## config.mk

```make
export PLATFORM = sky130hd
export DESIGN_NAME = led_blink_sched
export DESIGN_NICKNAME = d
export VERILOG_FILES = /design/src/rtl/led_blink_sched.sv
export SDC_FILE = /design/constraint.sdc
export NUM_CORES = 1
export LEC_CHECK = 0
export CAP_MARGIN = 0
export CORE_ASPECT_RATIO = 0.8
export CORE_MARGIN = 4
export CORE_UTILIZATION = 30
export CTS_CLUSTER_DIAMETER = 120
export DETAILED_ROUTE_END_ITERATION = 10
export SYNTH_ARGS = -nofsm -noshare
export SYNTH_HDL_FRONTEND = slang
export SYNTH_SLANG_ARGS = --single-unit
```

## constraint.sdc

```tcl
create_clock -name clk -period 6.1 [get_ports clk]
set_clock_uncertainty 0.15 [all_clocks]
set_input_delay 0.61 -clock clk [delete_from_list [all_inputs] [get_ports clk]]
set_output_delay 0.61 -clock clk [all_outputs]
set_load 0.02 [all_outputs]
```

## src/rtl/led_blink_sched.sv

```systemverilog
// led_blink_sched
//   Shares one board LED between N_REQ status requesters. The requester that wins
//   round-robin arbitration gets its blink code played to completion: N on/off blinks,
//   each half-period TICK_DIV clocks long, then GAP_TICKS dark half-periods.
// Ports
//   clk    board clock
//   rst_n  asynchronous active-low reset; aborts any sequence in progress
//   req    per-requester request level, sampled only while idle
//   code   blink count of requester i at [i*CNT_W +: CNT_W], latched at grant
//   grant  one-hot, 1-cycle pulse on the grant edge
//   done   one-hot, 1-cycle pulse when the owner's sequence finishes
//   busy   high from the grant edge through the done cycle
//   led    LED drive, active high
module led_blink_sched #(
  parameter int unsigned N_REQ     = 4,
  parameter int unsigned CNT_W     = 4,
  parameter int unsigned TICK_DIV  = 13500000,
  parameter int unsigned GAP_TICKS = 4
) (
  input  logic                   clk,
  input  logic                   rst_n,
  input  logic [N_REQ-1:0]       req,
  input  logic [N_REQ*CNT_W-1:0] code,
  output logic [N_REQ-1:0]       grant,
  output logic [N_REQ-1:0]       done,
  output logic                   busy,
  output logic                   led
);

  localparam int unsigned PTR_W = $clog2(N_REQ);
  localparam int unsigned DIV_W = $clog2(TICK_DIV);
  localparam int unsigned GAP_W = $clog2(GAP_TICKS + 1);

  typedef enum logic [1:0] {StIdle, StOn, StOff, StGap} state_e;

  state_e             state_q, state_d;
  logic [PTR_W-1:0]   last_q, last_d;
  logic [CNT_W-1:0]   rem_q, rem_d;
  logic [DIV_W-1:0]   div_q, div_d;
  logic [GAP_W-1:0]   gap_q, gap_d;
  logic [N_REQ-1:0]   grant_q, grant_d;
  logic [N_REQ-1:0]   done_q, done_d;
  logic               busy_q, busy_d;
  logic               led_q, led_d;
  // Set on the grant of a zero-length code; the done pulse follows one cycle later.
  logic               zero_q, zero_d;

  logic               tick;
  logic               win_found;
  logic [PTR_W-1:0]   win_idx;
  logic [CNT_W-1:0]   win_code;
  logic               granting;

  assign tick = (div_q == DIV_W'(TICK_DIV - 1));

  // Round-robin search starting just after the last owner.
  always_comb begin
    int unsigned      idx;
    logic [PTR_W-1:0] idx_p;
    win_found = 1'b0;
    win_idx   = '0;
    idx       = 0;
    idx_p     = '0;
    for (int unsigned k = 1; k <= N_REQ; k++) begin
      idx   = (32'(last_q) + k) % N_REQ;
      idx_p = PTR_W'(idx);
      if (!win_found && req[idx_p]) begin
        win_found = 1'b1;
        win_idx   = idx_p;
      end
    end
  end

  assign win_code = code[32'(win_idx) * CNT_W +: CNT_W];
  assign granting = (state_q == StIdle) && !zero_q && win_found;

  // Divider restarts on grant so the first half-period is exactly TICK_DIV long.
  always_comb begin
    if (granting || tick) div_d = '0;
    else                  div_d = div_q + 1'b1;
  end

  always_comb begin
    state_d = state_q;
    last_d  = last_q;
    rem_d   = rem_q;
    gap_d   = gap_q;
    grant_d = '0;
    done_d  = '0;
    busy_d  = busy_q;
    led_d   = led_q;
    zero_d  = zero_q;
    unique case (state_q)
      StIdle: begin
        led_d = 1'b0;
        if (zero_q) begin
          // Finish a zero-length code; no arbitration this cycle.
          done_d = N_REQ'(1) << last_q;
          zero_d = 1'b0;
          busy_d = 1'b1;
        end else if (win_found) begin
          grant_d = N_REQ'(1) << win_idx;
          last_d  = win_idx;
          busy_d  = 1'b1;
          rem_d   = win_code;
          if (win_code != '0) begin
            led_d   = 1'b1;
            state_d = StOn;
          end else begin
            zero_d = 1'b1;
          end
        end else begin
          busy_d = 1'b0;
        end
      end
      StOn: begin
        if (tick) begin
          led_d   = 1'b0;
          rem_d   = rem_q - 1'b1;
          state_d = StOff;
        end
      end
      StOff: begin
        if (tick) begin
          if (rem_q != '0) begin
            led_d   = 1'b1;
            state_d = StOn;
          end else begin
            gap_d   = '0;
            state_d = StGap;
          end
        end
      end
      StGap: begin
        if (tick) begin
          if (gap_q == GAP_W'(GAP_TICKS - 1)) begin
            // busy stays high through the done cycle and drops on the next edge if idle.
            done_d  = N_REQ'(1) << last_q;
            gap_d   = '0;
            state_d = StIdle;
          end else begin
            gap_d = gap_q + 1'b1;
          end
        end
      end
      default: state_d = StIdle;
    endcase
  end

  always_ff @(posedge clk or negedge rst_n) begin
    if (!rst_n) begin
      state_q <= StIdle;
      last_q  <= PTR_W'(N_REQ - 1);
      rem_q   <= '0;
      div_q   <= '0;
      gap_q   <= '0;
      grant_q <= '0;
      done_q  <= '0;
      busy_q  <= 1'b0;
      led_q   <= 1'b0;
      zero_q  <= 1'b0;
    end else begin
      state_q <= state_d;
      last_q  <= last_d;
      rem_q   <= rem_d;
      div_q   <= div_d;
      gap_q   <= gap_d;
      grant_q <= grant_d;
      done_q  <= done_d;
      busy_q  <= busy_d;
      led_q   <= led_d;
      zero_q  <= zero_d;
    end
  end

  assign grant = grant_q;
  assign done  = done_q;
  assign busy  = busy_q;
  assign led   = led_q;

endmodule

```

; ---- Word-level counts from Yosys, hierarchy flattened
; Index checks and enable logic that the tools add are counted.
; Widths: inputs -> output; s select.
[totals]
register_bits = 46
in_bits = 22
elab_cells = 114
[op_classes]
n_addsub = 7
n_lt_le_gt_ge = 4
eq_ne = 14
shift = 3
n_mux = 54
n_bitwise = 1
reduce_logical = 21
[ops]
columns = operator, count
row1 = $mux 4, 9
row2 = $add 24x1->24 const B, 1
row3 = $eq 24x24->1 const B, 1
row4 = $mux 2, 12
row5 = $mux 24, 1
row6 = $mux 1, 19
row7 = $ne 2x2->1 const B, 8
row8 = $pmux 4 s2, 2
row9 = $shiftx 16x5->4, 1
row10 = $lt 2x3->1 const B, 4
row11 = $mux 3, 4
row12 = $reduce_and 4->1, 3
row13 = $bmux 1 s2, 4
row14 = $pmux 2 s4, 1
row15 = $reduce_bool 4->1, 2
row16 = $shl 1x2->4 const A, 2
row17 = $reduce_and 7->1, 1
row18 = $pmux 3 s2, 1
row19 = $logic_and 1x1->1, 5
row20 = $add 2x1->2 const B, 2
row21 = $add 2x2->2 const B, 2
row22 = $eq 2x2->1 const B, 2
row23 = $logic_not 1->1, 4
row24 = $reduce_bool 2->1, 2
row25 = 11 further kinds, 11

; ---- Depth between registers and ports, before layout
; Gate-level depths: netlist (run 1).
[logic_depth]
word_depth = 19
ltp_mapped = 10
mapped_depth_nobuf = 9

; ---- Least setup slack after synthesis (run 1)
; Ideal clock, no wire load.
[synth_path]
path_kind = register to register
start = register last_q[1]
end = register rem_q[3]
t_arrival_ns = 2.268
required_time_ns = 5.856
path_slack_ns = 3.588
stages_incl_launch_ff = 10
n_path_buf = 1
path_cell_list = dfstp_2 inv_1 ha_1 o21ai_0 a21oi_1 a211oi_1 o31a_1 buf_6 mux2_2 a221oi_2
[synth_between]
elab_chain_len = 17
elab_cells_between_ends = 32
classes_between = add/sub (4) / eq/ne (1) / shift (1) / mux (19) / reduce/logical (7)
[synth_rtl]
columns = element, line
row1 = "start, declared", 37  ; logic [PTR_W-1:0] last_q, last_d;
row2 = "start signal, assigned", 153  ; last_q <= PTR_W'(N_REQ - 1);
row3 = "start signal, assigned", 164  ; last_q <= last_d;
row4 = $add 2x1->2, 65  ; idx = (32'(last_q) + k) % N_REQ;
row5 = $bmux 1 s2, 67  ; if (!win_found && req[idx_p]) begin
row6 = $mux 1 (implied by the code), 67
row7 = $mux 1, 67
row8 = $logic_not 1->1, 67
row9 = $logic_and 1x1->1, 67
row10 = $mux 1, 67
row11 = $logic_not 1->1, 67
row12 = $logic_and 1x1->1, 67
row13 = $mux 1, 67
row14 = $logic_not 1->1, 67
row15 = $logic_and 1x1->1, 67
row16 = $mux 2, 67
row17 = $shiftx 16x5->4, 74  ; assign win_code = code[32'(win_idx) * CNT_W +: CNT_W];
row18 = $mux 4, 101  ; end else if (win_found) begin
row19 = $mux 4, 96  ; if (zero_q) begin
row20 = $pmux 4 s2, 93  ; unique case (state_q)
row21 = "end signal, assigned", 165  ; rem_q <= rem_d;
row22 = "end, declared", 38  ; logic [CNT_W-1:0] rem_q, rem_d;
; Parallel ways exist; a longest one is shown, timed or not. The select of a mux whose other input is x is not followed.
; A chain may end at the register's enable or synchronous reset.

; ---- Final worst setup path (run 1)
; Ends and elaborated chain as after synthesis.

==> run_results.csv, run 1 <==
group,metric,value,unit
outcome,outcome,"completed",
final_layout,seq_area,1150,um2
global_route,grt_overflow,0,
drt,drt_iter0_drc,171,
critical_path,crit_arrival,3200,ps
drt,ant_nets,0,
synthesis,ys_types,65,
pwr,p_leak,1.48,nW
final_layout,area_growth,17.5,%
global_route,first_global_vias,2307,
critical_path,start_kind,"flop",
timing,post-route-period-util,0.518,
cts,htreeDepth,2,
synthesis,syn-cell-area,2930,um2
final_layout,n_antenna_cell,0,
placement,place_worst_setup_slack,2830,ps
timing,drv_slew,0,
cts,post_cts_buffers,0,
placement,numPortBuffers,31,
synthesis,synth-edff-count,0,
timing,tns,0,ps
synthesis,yosysTopAreaCell,"dfrtp_1",
synthesis,ys_ff_latch,46,
cts,clk_latency,290,ps
final_layout,layout.nets,370,
synthesis,yosysTopAreaCellShare,0.376,
critical_path,crit_chain,"inv_1 > ha_1 > o21ai_0 > a21oi_1 > a211oi_1 > o31a_1 > mux2_2 > a221oi_2",
floorplan,die_h,96.3,um
synthesis,yosysWarnings,0,
timing,period_minus_slack,3160,ps
floorplan,start_util,0.316,
synthesis,synth_nets,344,
drt,drc_errors,0,
drt,wl_per_cell,14.2,um
cts,cts_inserted_buffers,5,
cts,cts_root_buffer,"clkbuf_16",
floorplan,io_pins,32,
floorplan,core_area,9270,um2
critical_path,critical_path.max_stage_delay,740,ps
synthesis,syn_area_per_cell,9.47,um2
pwr,p_total,629,uW
global_route,antenna_found_initial,0,
synthesis,postSynth.asyncResetShare,1.00,
final_layout,multiInputGateArea,1640,um2
floorplan,num_rows,31,
global_route,grt_max_degree,47,
critical_path,cpMaxStageDelayCell,"dfstp_2",
pwr,power_density,183,nW/um2
pwr,ir_drop,0.104,mV
cts,clk_pin_slew,60,ps
timing,worst_slew_pin_slew,1050,ps
timing,rsz0062_at_grt,"no",
cts,ctsHoldBuffers,0,
timing,maxSlewHeadroom,0.299,
critical_path,required,6150,ps
final_layout,fillers,926,
cts,cts_buffer_depth,2,
final_layout,layout-drive-gt1-share,0.0863,
synthesis,synth-main-ff-cell,"dfrtp_1",
synthesis,synth.area.top_cells,"dfrtp_1 38%, ha_1 5.6%, nor2_1 5.1%",
timing,fmax,317,MHz
critical_path,critPathKind,"reg2reg",
cts,cts_tree,"done",
synthesis,synth.yosys.seq_area_share,0.394,
drt,routed_wl,6400,um
critical_path,endpoint_kind,"flop",
cts,cts_resized,0,
global_route,grt_pass1_wl,11100,um
flow_run,drv_cap,0,
drt,dr.pass1.iters,4,
placement,place_hpwl,4730,um
drt,via_count,2308,
cts,clkSinkCount,46,
timing,setup_viol,0,
floorplan,dieArea,11400,um2
global_route,grt_usage,0.118,
placement,routabilityCongestion,0.809,
timing,layout_setup_ws,2940,ps
timing,hold_viol_final,0,
drt,vias_per_cell,5.12,
hold_path,hold_class,"reg2reg",
critical_path,worst-path-max-fanout,18,
floorplan,die_w,118,um
synthesis,synthCells,309,
[flip-flops by register name, indices dropped and copies added (netlist names), 2 cells and up]
name,flops
state_q,2
div_q,24
gap_q,3
done,4
last_q,2
rem_q,4
grant,4
[routing by layer]
layer,track usage,part of all wire,up-vias
met4,0.0260,0.0083,0
met2,0.180,0.42,59
met1,0.168,0.52,1088
met3,0.0329,0.053,6
li1,-,-,1155
met5,0,0,-
[cells in the mapped netlist (all sizes together) (2+ instances only)]
| cell | number |
|---|---|
| xnor2 | 4 |
| nand2 | 25 |
| dfrtp | 44 |
| xor2 | 16 |
| buf | 10 |
| nand4 | 7 |
| nor3 | 10 |
| mux2i | 10 |
| or4 | 4 |
| nor2 | 41 |
| or2 | 2 |
| clkbuf | 2 |
| nor4 | 4 |
| o31ai | 2 |
| a211oi | 3 |
| inv | 13 |
| nand2b | 5 |
| a32oi | 2 |
| ha | 13 |
| a21oi | 16 |
| or3 | 4 |
| and2 | 6 |
| o221ai | 2 |
| mux2 | 2 |
| and3 | 4 |
| o21ai | 13 |
| nand3 | 13 |
| and4 | 2 |
| dfstp | 2 |
| a31oi | 6 |
[cell usage in the layout, fill, tap and decap left out, types with 3 or more instances in the layout]
cell type / instances
a21oi_1: 14
a31oi_1: 5
and2_1: 6
and3_1: 4
clkbuf_16: 5
clkdlybuf4s50_1: 30
dfrtp_1: 44
ha_1: 13
inv_1: 13
mux2i_1: 10
nand2_1: 25
nand2b_1: 5
nand3_1: 13
nand4_1: 6
nor2_1: 40
nor3_1: 9
nor4_1: 3
o21ai_0: 10
o21ai_1: 3
or3_1: 4
or4_1: 4
xnor2_1: 4
xor2_1: 16
[worst paths after layout]
path / startpoint / depth (start not counted) / end / slack, ps
max in group asynchronous: rst_n / 1 / grant[1]$_DFF_PN0_ / 4800
max: last_q[1]$_DFFE_PN1P_ / 8 / rem_q[3]$_DFFE_PN0P_ / 2940
min reg2reg: gap_q[1]$_DFFE_PN0P_ / 2 / gap_q[1]$_DFFE_PN0P_ / 340
max reg2reg: last_q[1]$_DFFE_PN1P_ / 8 / rem_q[3]$_DFFE_PN0P_ / 2940
min: gap_q[1]$_DFFE_PN0P_ / 2 / gap_q[1]$_DFFE_PN0P_ / 340
min in group asynchronous: rst_n / 1 / div_q[10]$_DFF_PN0_ / 360
[critical path: cells and delay by family (launching register included)]
| kind | cells | cell delay (ps) |
|---|---|---|
| muxes | 1 | 410 |
| DFF | 1 | 740 |
| adders and majority gates | 1 | 400 |
| buffers and inverters | 1 | 170 |
| AOI/OAI and AO/OA | 5 | 1180 |
[metrics by stage]
stage          cell area (um2)  utilization  instances  hold slack [ps]
2_1_floorplan             2930            -        309              164
3_3_place_gp              3290        0.355        443              310
3_5_place_dp              3290        0.355        443              321
4_1_cts                   3440        0.371        451              336
5_1_grt                   3440        0.371        451              364
6_report                  3440        0.371        451              335
[report_power, final]
| part | total [mW] | internal, mW | switching (mW) |
|---|---|---|---|
| clock | 0.274 | 0.152 | 0.122 |
| sequential | 0.305 | 0.305 | 0 |
| combinational | 0.0508 | 0.0233 | 0.0275 |
[area by class of cell]
cell class,count,area share
flip-flops and latches,46,0.336
well taps,115,0.0419
inverters,13,0.0142
multi-input cells,238,0.477
clock inverters,3,0.00619
repair buffers,31,0.0888
clock buffers,5,0.0364
[logic make-up (layout without fill, tap and decap cells)]
family / Yosys count / in the layout / share of synthesized area
AND/OR/NAND/NOR: 134 / 134 / 0.247
AO/OA/AOI/OAI: 59 / 59 / 0.156
flip-flops: 46 / 46 / 0.394
buffers and inverters: 25 / 52 / 0.0453
XOR/XNOR: 20 / 20 / 0.0599
adder cells (fa/ha/maj): 13 / 13 / 0.0556
multiplexers: 12 / 12 / 0.0419
Power figures use the tool's default switching activity.
==> inputs of run 2 (changes only) <==
==> constraint.sdc (replaced) <==
create_clock -name clk -period 3.1 [get_ports clk]
set_clock_uncertainty 0.15 [all_clocks]
set_input_delay 0.31 -clock clk [delete_from_list [all_inputs] [get_ports clk]]
set_output_delay 0.31 -clock clk [all_outputs]
set_load 0.02 [all_outputs]
==> run 2 against run 1 <==
Sequential cell count unchanged. Sequential power rose by 97%. Routed wire length increased by 0.13%. Non-clock buffer count increased by 10. Critical path type unchanged.
==> run_results.csv, run 2 (synthesis gave the netlist of run 1 again) <==
group,metric,value,unit
drt,drc_errors,0,
drt,via_count,2348,
floorplan,dieArea,11400,um2
critical_path,worst-path-max-fanout,10,
final_layout,largest_register,"div_q",
global_route,antenna_found_initial,0,
timing,worst_slew_pin_slew,1020,ps
timing,rsz0062_at_grt,"no",
critical_path,crit_arrival,2880,ps
pwr,p_sw,300,uW
pwr,p_seq_frac,0.479,
critical_path,crit_chain,"inv_1 > ha_1 > o21ai_0 > a21oi_1 > a211oi_1 > o31a_1 > mux2_2 > a221oi_2",
pwr,ir_drop,0.191,mV
critical_path,cpMaxStageDelayCell,"dfstp_2",
drt,vias_per_cell,5.09,
timing,hold_viol_final,0,
cts,cts_inserted_buffers,5,
final_layout,layout.nets,380,
cts,post_cts_buffers,0,
cts,clk_latency,290,ps
cts,clk_pin_slew,70,ps
timing,fmax,353,MHz
final_layout,n_antenna_cell,0,
timing,period_minus_slack,2830,ps
timing,setup_viol,0,
critical_path,start_kind,"flop",
hold_path,hold_class,"in2async",
pwr,p_int,953,uW
final_layout,final_common_cell,"dfrtp_1",
floorplan,num_rows,31,
cts,cts_resized,0,
cts,ctsHoldBuffers,0,
critical_path,crit_buf_inv,1,
pwr,power_density,356,nW/um2
timing,post-route-period-util,0.914,
timing,maxSlewHeadroom,0.321,
floorplan,start_util,0.316,
timing,tns,0,ps
critical_path,critPathKind,"reg2reg",
drt,ant_nets,0,
cts,cts_root_buffer,"clkbuf_16",
placement,place_hpwl,4820,um
drt,dr.pass1.iters,4,
floorplan,die_h,96.3,um
floorplan,io_pins,32,
global_route,grt_usage,0.121,
pwr,clockPowerShare,0.437,
final_layout,largest_reg_flops,24,
global_route,grt_overflow,0,
pwr,swShare,0.240,
final_layout,area_growth,20.2,%
global_route,grt_pass1_wl,11200,um
cts,htreeDepth,2,
placement,routabilityCongestion,0.838,
pwr,p_leak,1.53,nW
final_layout,post-route-util,0.379,
final_layout,mostFrequentLayoutCells,"44 x dfrtp_1, 40 x nor2_1, 30 x clkdlybuf4s50_1, 25 x nand2_1, 16 x xor2_1",
placement,numPortBuffers,31,
timing,drv_slew,0,
cts,cts_tree,"done",
global_route,first_global_vias,2319,
drt,routed_wl,6410,um
critical_path,required,3150,ps
pwr,p_comb_frac,0.084,
floorplan,die_w,118,um
cts,cts_buffer_depth,2,
critical_path,critical-path-top-delay-family,"compound AO/OA/AOI/OAI gates",
outcome,outcome,"completed",
drt,wl_per_cell,13.9,um
flow_run,drv_cap,0,
final_layout,layout-drive-gt1-share,0.113,
critical_path,critical_path.max_stage_delay,530,ps
floorplan,core_area,9270,um2
global_route,grt_max_degree,47,
drt,drt_iter0_drc,219,
cts,clkSinkCount,46,
critical_path,endpoint_kind,"flop",
==> run 2: path summary, 6_finish.rpt <==
path	start	endpoint	slack, ps	cells past startpoint
setup / recovery	last_q[1]$_DFFE_PN1P_	rem_q[3]$_DFFE_PN0P_	270	8
hold / removal	rst_n	div_q[13]$_DFF_PN0_	40	1
setup reg to reg	last_q[1]$_DFFE_PN1P_	rem_q[3]$_DFFE_PN0P_	270	8
hold reg to reg	gap_q[1]$_DFFE_PN0P_	gap_q[1]$_DFFE_PN0P_	330	2
max in group asynchronous	rst_n	grant[0]$_DFF_PN0_	2130	1
min in group clk	gap_q[1]$_DFFE_PN0P_	gap_q[1]$_DFFE_PN0P_	330	2
==> run 2: per-stage QoR <==
stage	power [mW]	hold WS, ps	std cells	area [um2]	setup slack [ps]
floorplan	0.665	-136	309	2930	588
finish	1.25	44.6	461	3520	266
detailed placement	0.717	325	453	3370	160
CTS	1.27	92.4	461	3520	283
global placement	0.715	310	453	3370	268
global route	1.31	146	461	3520	120
==> run 2: power by group through the flow <==
stage / clock, mW / sequential (mW) / combinational [mW]
final: 0.548 / 0.600 / 0.105
after global routing: 0.594 / 0.600 / 0.115
after CTS: 0.569 / 0.600 / 0.106
after detailed placement: 0 / 0.611 / 0.105
after global placement: 0 / 0.611 / 0.104
after floorplan: 0 / 0.612 / 0.0537
==> run 2: layout make-up <==
type,instances,area (um2)
well taps,115,144
inverters,13,48.8
flip-flops and latches,46,1150
repair buffers,41,380
multi-input cells,238,1640
clock buffers,5,125
clock inverters,3,25.0
fillers,940,5750
==> run 2: worst register-to-register path, delay by kind of cell (launching register included) <==
family / cells / cell delay, ps
AOI/OAI and AO/OA: 5 / 1170
DFF: 1 / 530
buffers and inverters: 1 / 90
adders and majority gates: 1 / 400
muxes: 1 / 410
==> run 2: routing by layer <==
layer | up-vias | GRT usage | wire length, um
li1 | 1177 | - | -
met1 | 1108 | 0.168 | 3260
met2 | 56 | 0.191 | 2800
met3 | 7 | 0.0288 | 274
met4 | 0 | 0.0318 | 70
met5 | - | 0 | 0
==> inputs of run 3 (changes only) <==
--- a/config.mk
+++ b/config.mk
@@ -8,9 +8,11 @@
 export CAP_MARGIN = 0
 export CORE_ASPECT_RATIO = 0.8
 export CORE_MARGIN = 4
-export CORE_UTILIZATION = 30
+export CORE_UTILIZATION = 57
 export CTS_CLUSTER_DIAMETER = 120
 export DETAILED_ROUTE_END_ITERATION = 10
+export PLACE_DENSITY = 0.8
+export SETUP_SLACK_MARGIN = 0.15
 export SYNTH_ARGS = -nofsm -noshare
 export SYNTH_HDL_FRONTEND = slang
 export SYNTH_SLANG_ARGS = --single-unit
==> run 3 against run 2 <==
Hold slack worse by 12 ps. Via count down 1.0%. Non-clock buffer count down 3. Clock-buffer cell count unchanged. Cell area down 4.2%. Sequential cell count unchanged. Total power down 15%. Die area down 44%. Largest power group unchanged.
==> run_results.csv, run 3 (synthesis gave the netlist of run 1 again) <==
group,metric,value,unit
outcome,outcome,"completed",
drt,vias_per_cell,5.74,
floorplan,num_rows,23,
placement,numPortBuffers,31,
pwr,p_sw,260,uW
timing,worst_slew_pin_slew,1010,ps
critical_path,start_kind,"flop",
floorplan,core_area,4980,um2
hold_path,hold_class,"in2async",
drt,wl_met2,2890,um
drt,drt_iter0_drc,146,
critical_path,required,3140,ps
pwr,ir_drop,0.298,mV
critical_path,worstReg2RegEnd,"state_q[1]$_DFFE_PN0P_",
timing,whs,33.0,ps
cts,post_cts_buffers,0,
placement,routabilityCongestion,0.888,
cts,cts_tree,"done",
final_layout,post-route-util,0.677,
timing,rsz0062_at_grt,"no",
critical_path,crit_chain,"inv_1 > ha_1 > a21oi_1 > a32o_1 > a21oi_1 > a211oi_2 > o221ai_1 > a2bb2oi_1",
final_layout,largest_reg_flops,24,
final_layout,area_growth,15.1,%
pwr,p_leak,1.49,nW
drt,drc_errors,0,
critical_path,crit_cells,8,
final_layout,mostFrequentLayoutCells,"44 x dfrtp_1, 40 x nor2_1, 30 x clkdlybuf4s50_1, 25 x nand2_1, 16 x xor2_1",
cts,htreeDepth,2,
cts,clk_latency,300,ps
critical_path,ff2ff_path_depth,8,
cts,clkSinkCount,46,
final_layout,layout-drive-gt1-share,0.108,
timing,drv_slew,0,
floorplan,die_w,88.1,um
pwr,p_int,807,uW
final_layout,layout.nets,377,
drt,m1WireLength,3020,um
drt,ant_nets,0,
pwr,p_seq_frac,0.561,
pwr,clockPowerShare,0.342,
final_layout,largest_register,"div_q",
pwr,power_density,317,nW/um2
final_layout,final_common_cell,"dfrtp_1",
global_route,grt_pass1_wl,10900,um
critical_path,critPathKind,"reg2reg",
critical_path,crit_start,"last_q[0]$_DFFE_PN1P_",
global_route,grt_usage,0.214,
timing,post-route-period-util,0.878,
floorplan,start_util,0.588,
critical_path,critical-path-top-delay-family,"compound AO/OA/AOI/OAI gates",
cts,cts_buffer_depth,2,
global_route,grt_max_degree,47,
drt,routed_wl,6100,um
critical_path,timing.rr.start,"last_q[0]$_DFFE_PN1P_",
critical_path,crit_arrival,2760,ps
cts,clk_pin_slew,90,ps
timing,hold_viol_final,0,
critical_path,r2r_slack,380,ps
critical_path,crit_buf_inv,1,
cts,cts_inserted_buffers,5,
drt,wl_per_cell,15.1,um
global_route,antenna_found_initial,0,
placement,place_hpwl,4530,um
global_route,first_global_vias,2295,
timing,tns,0,ps
drt,wl_met3,167,um
drt,maxUsedRoutingLayer,"met4",
critical_path,critical_path.max_stage_delay,540,ps
drt,via_count,2324,
critical_path,worst-path-max-fanout,7,
critical_path,cpMaxStageDelayCell,"dfstp_2",
drt,dr.pass1.iters,4,
critical_path,crit_top_cell,"a21oi_1",
floorplan,io_pins,32,
cts,cts_root_buffer,"clkbuf_8",
timing,setup_viol,0,
critical_path,cp-endpoint,"state_q[1]$_DFFE_PN0P_",
timing,fmax,367,MHz
timing,period_minus_slack,2720,ps
floorplan,dieArea,6350,um2
global_route,grt_overflow,0,
floorplan,die_h,72.1,um
critical_path,endpoint_kind,"flop",
timing,maxSlewHeadroom,0.327,
pwr,p_comb_frac,0.096,
flow_run,drv_cap,0,
final_layout,n_antenna_cell,0,
pwr,swShare,0.244,
-- run 3: cell types whose count changed in the layout (fill, tap and decap cells not counted) --
cell	previous run	this run
o31a_2	0	1
clkbuf_16	5	0
clkbuf_8	0	5
inv_6	1	0
clkinv_2	0	1
o31a_1	1	0
buf_4	10	7
-- run 3: what timing repair did --
action                                  4_1_cts  5_1_grt
hold buffers                                  0        0
gates resized for setup                       0        1
endpoints found under the setup margin        0        1
-- run 3: power groups by stage --
stage	Combinational, mW	Sequential, mW	Clock, mW
floorplan	0.0537	0.612	0
global placement	0.101	0.611	0
detailed placement	0.103	0.611	0
CTS	0.103	0.600	0.376
global route	0.112	0.600	0.402
finish	0.103	0.600	0.365
-- run 3: worst min path at each step --
stage	cells past startpoint	from	slack, ps	endpoint
finish	1	rst_n	30	done[1]$_DFF_PN0_
detailed placement	2	gap_q[1]$_DFFE_PN0P_	320	gap_q[1]$_DFFE_PN0P_
global placement	2	gap_q[1]$_DFFE_PN0P_	310	gap_q[1]$_DFFE_PN0P_
global route	1	rst_n	110	div_q[14]$_DFF_PN0_
CTS	1	rst_n	70	grant[0]$_DFF_PN0_
floorplan	0	rst_n	-140	busy$_DFFE_PN0P_
-- run 3: final cells by class --
class | count | area (um2)
timing repair buffer | 38 | 358
clock inverter | 3 | 21.3
tap | 62 | 77.6
multi-input combinational | 238 | 1640
sequential | 46 | 1150
inverter | 13 | 48.8
clock buffer | 5 | 68.8
fill | 396 | 1610
-- run 3: per-layer routing --
metal	vias up	track usage
met2	32	0.339
met4	0	0.0436
met1	1120	0.311
met5	-	0
met3	2	0.0397
li1	1170	-
-- run 3: per-stage QoR --
| step | instance area [um2] | setup slack (ps) | total power, mW | std cells |
|---|---|---|---|---|
| 2_1_floorplan | 2930 | 588 | 0.665 | 309 |
| 3_5_place_dp | 3280 | 213 | 0.714 | 397 |
| 5_1_grt | 3370 | 199 | 1.11 | 405 |
| 3_3_place_gp | 3280 | 281 | 0.713 | 397 |
| 6_report | 3370 | 378 | 1.07 | 405 |
| 4_1_cts | 3370 | 286 | 1.08 | 405 |
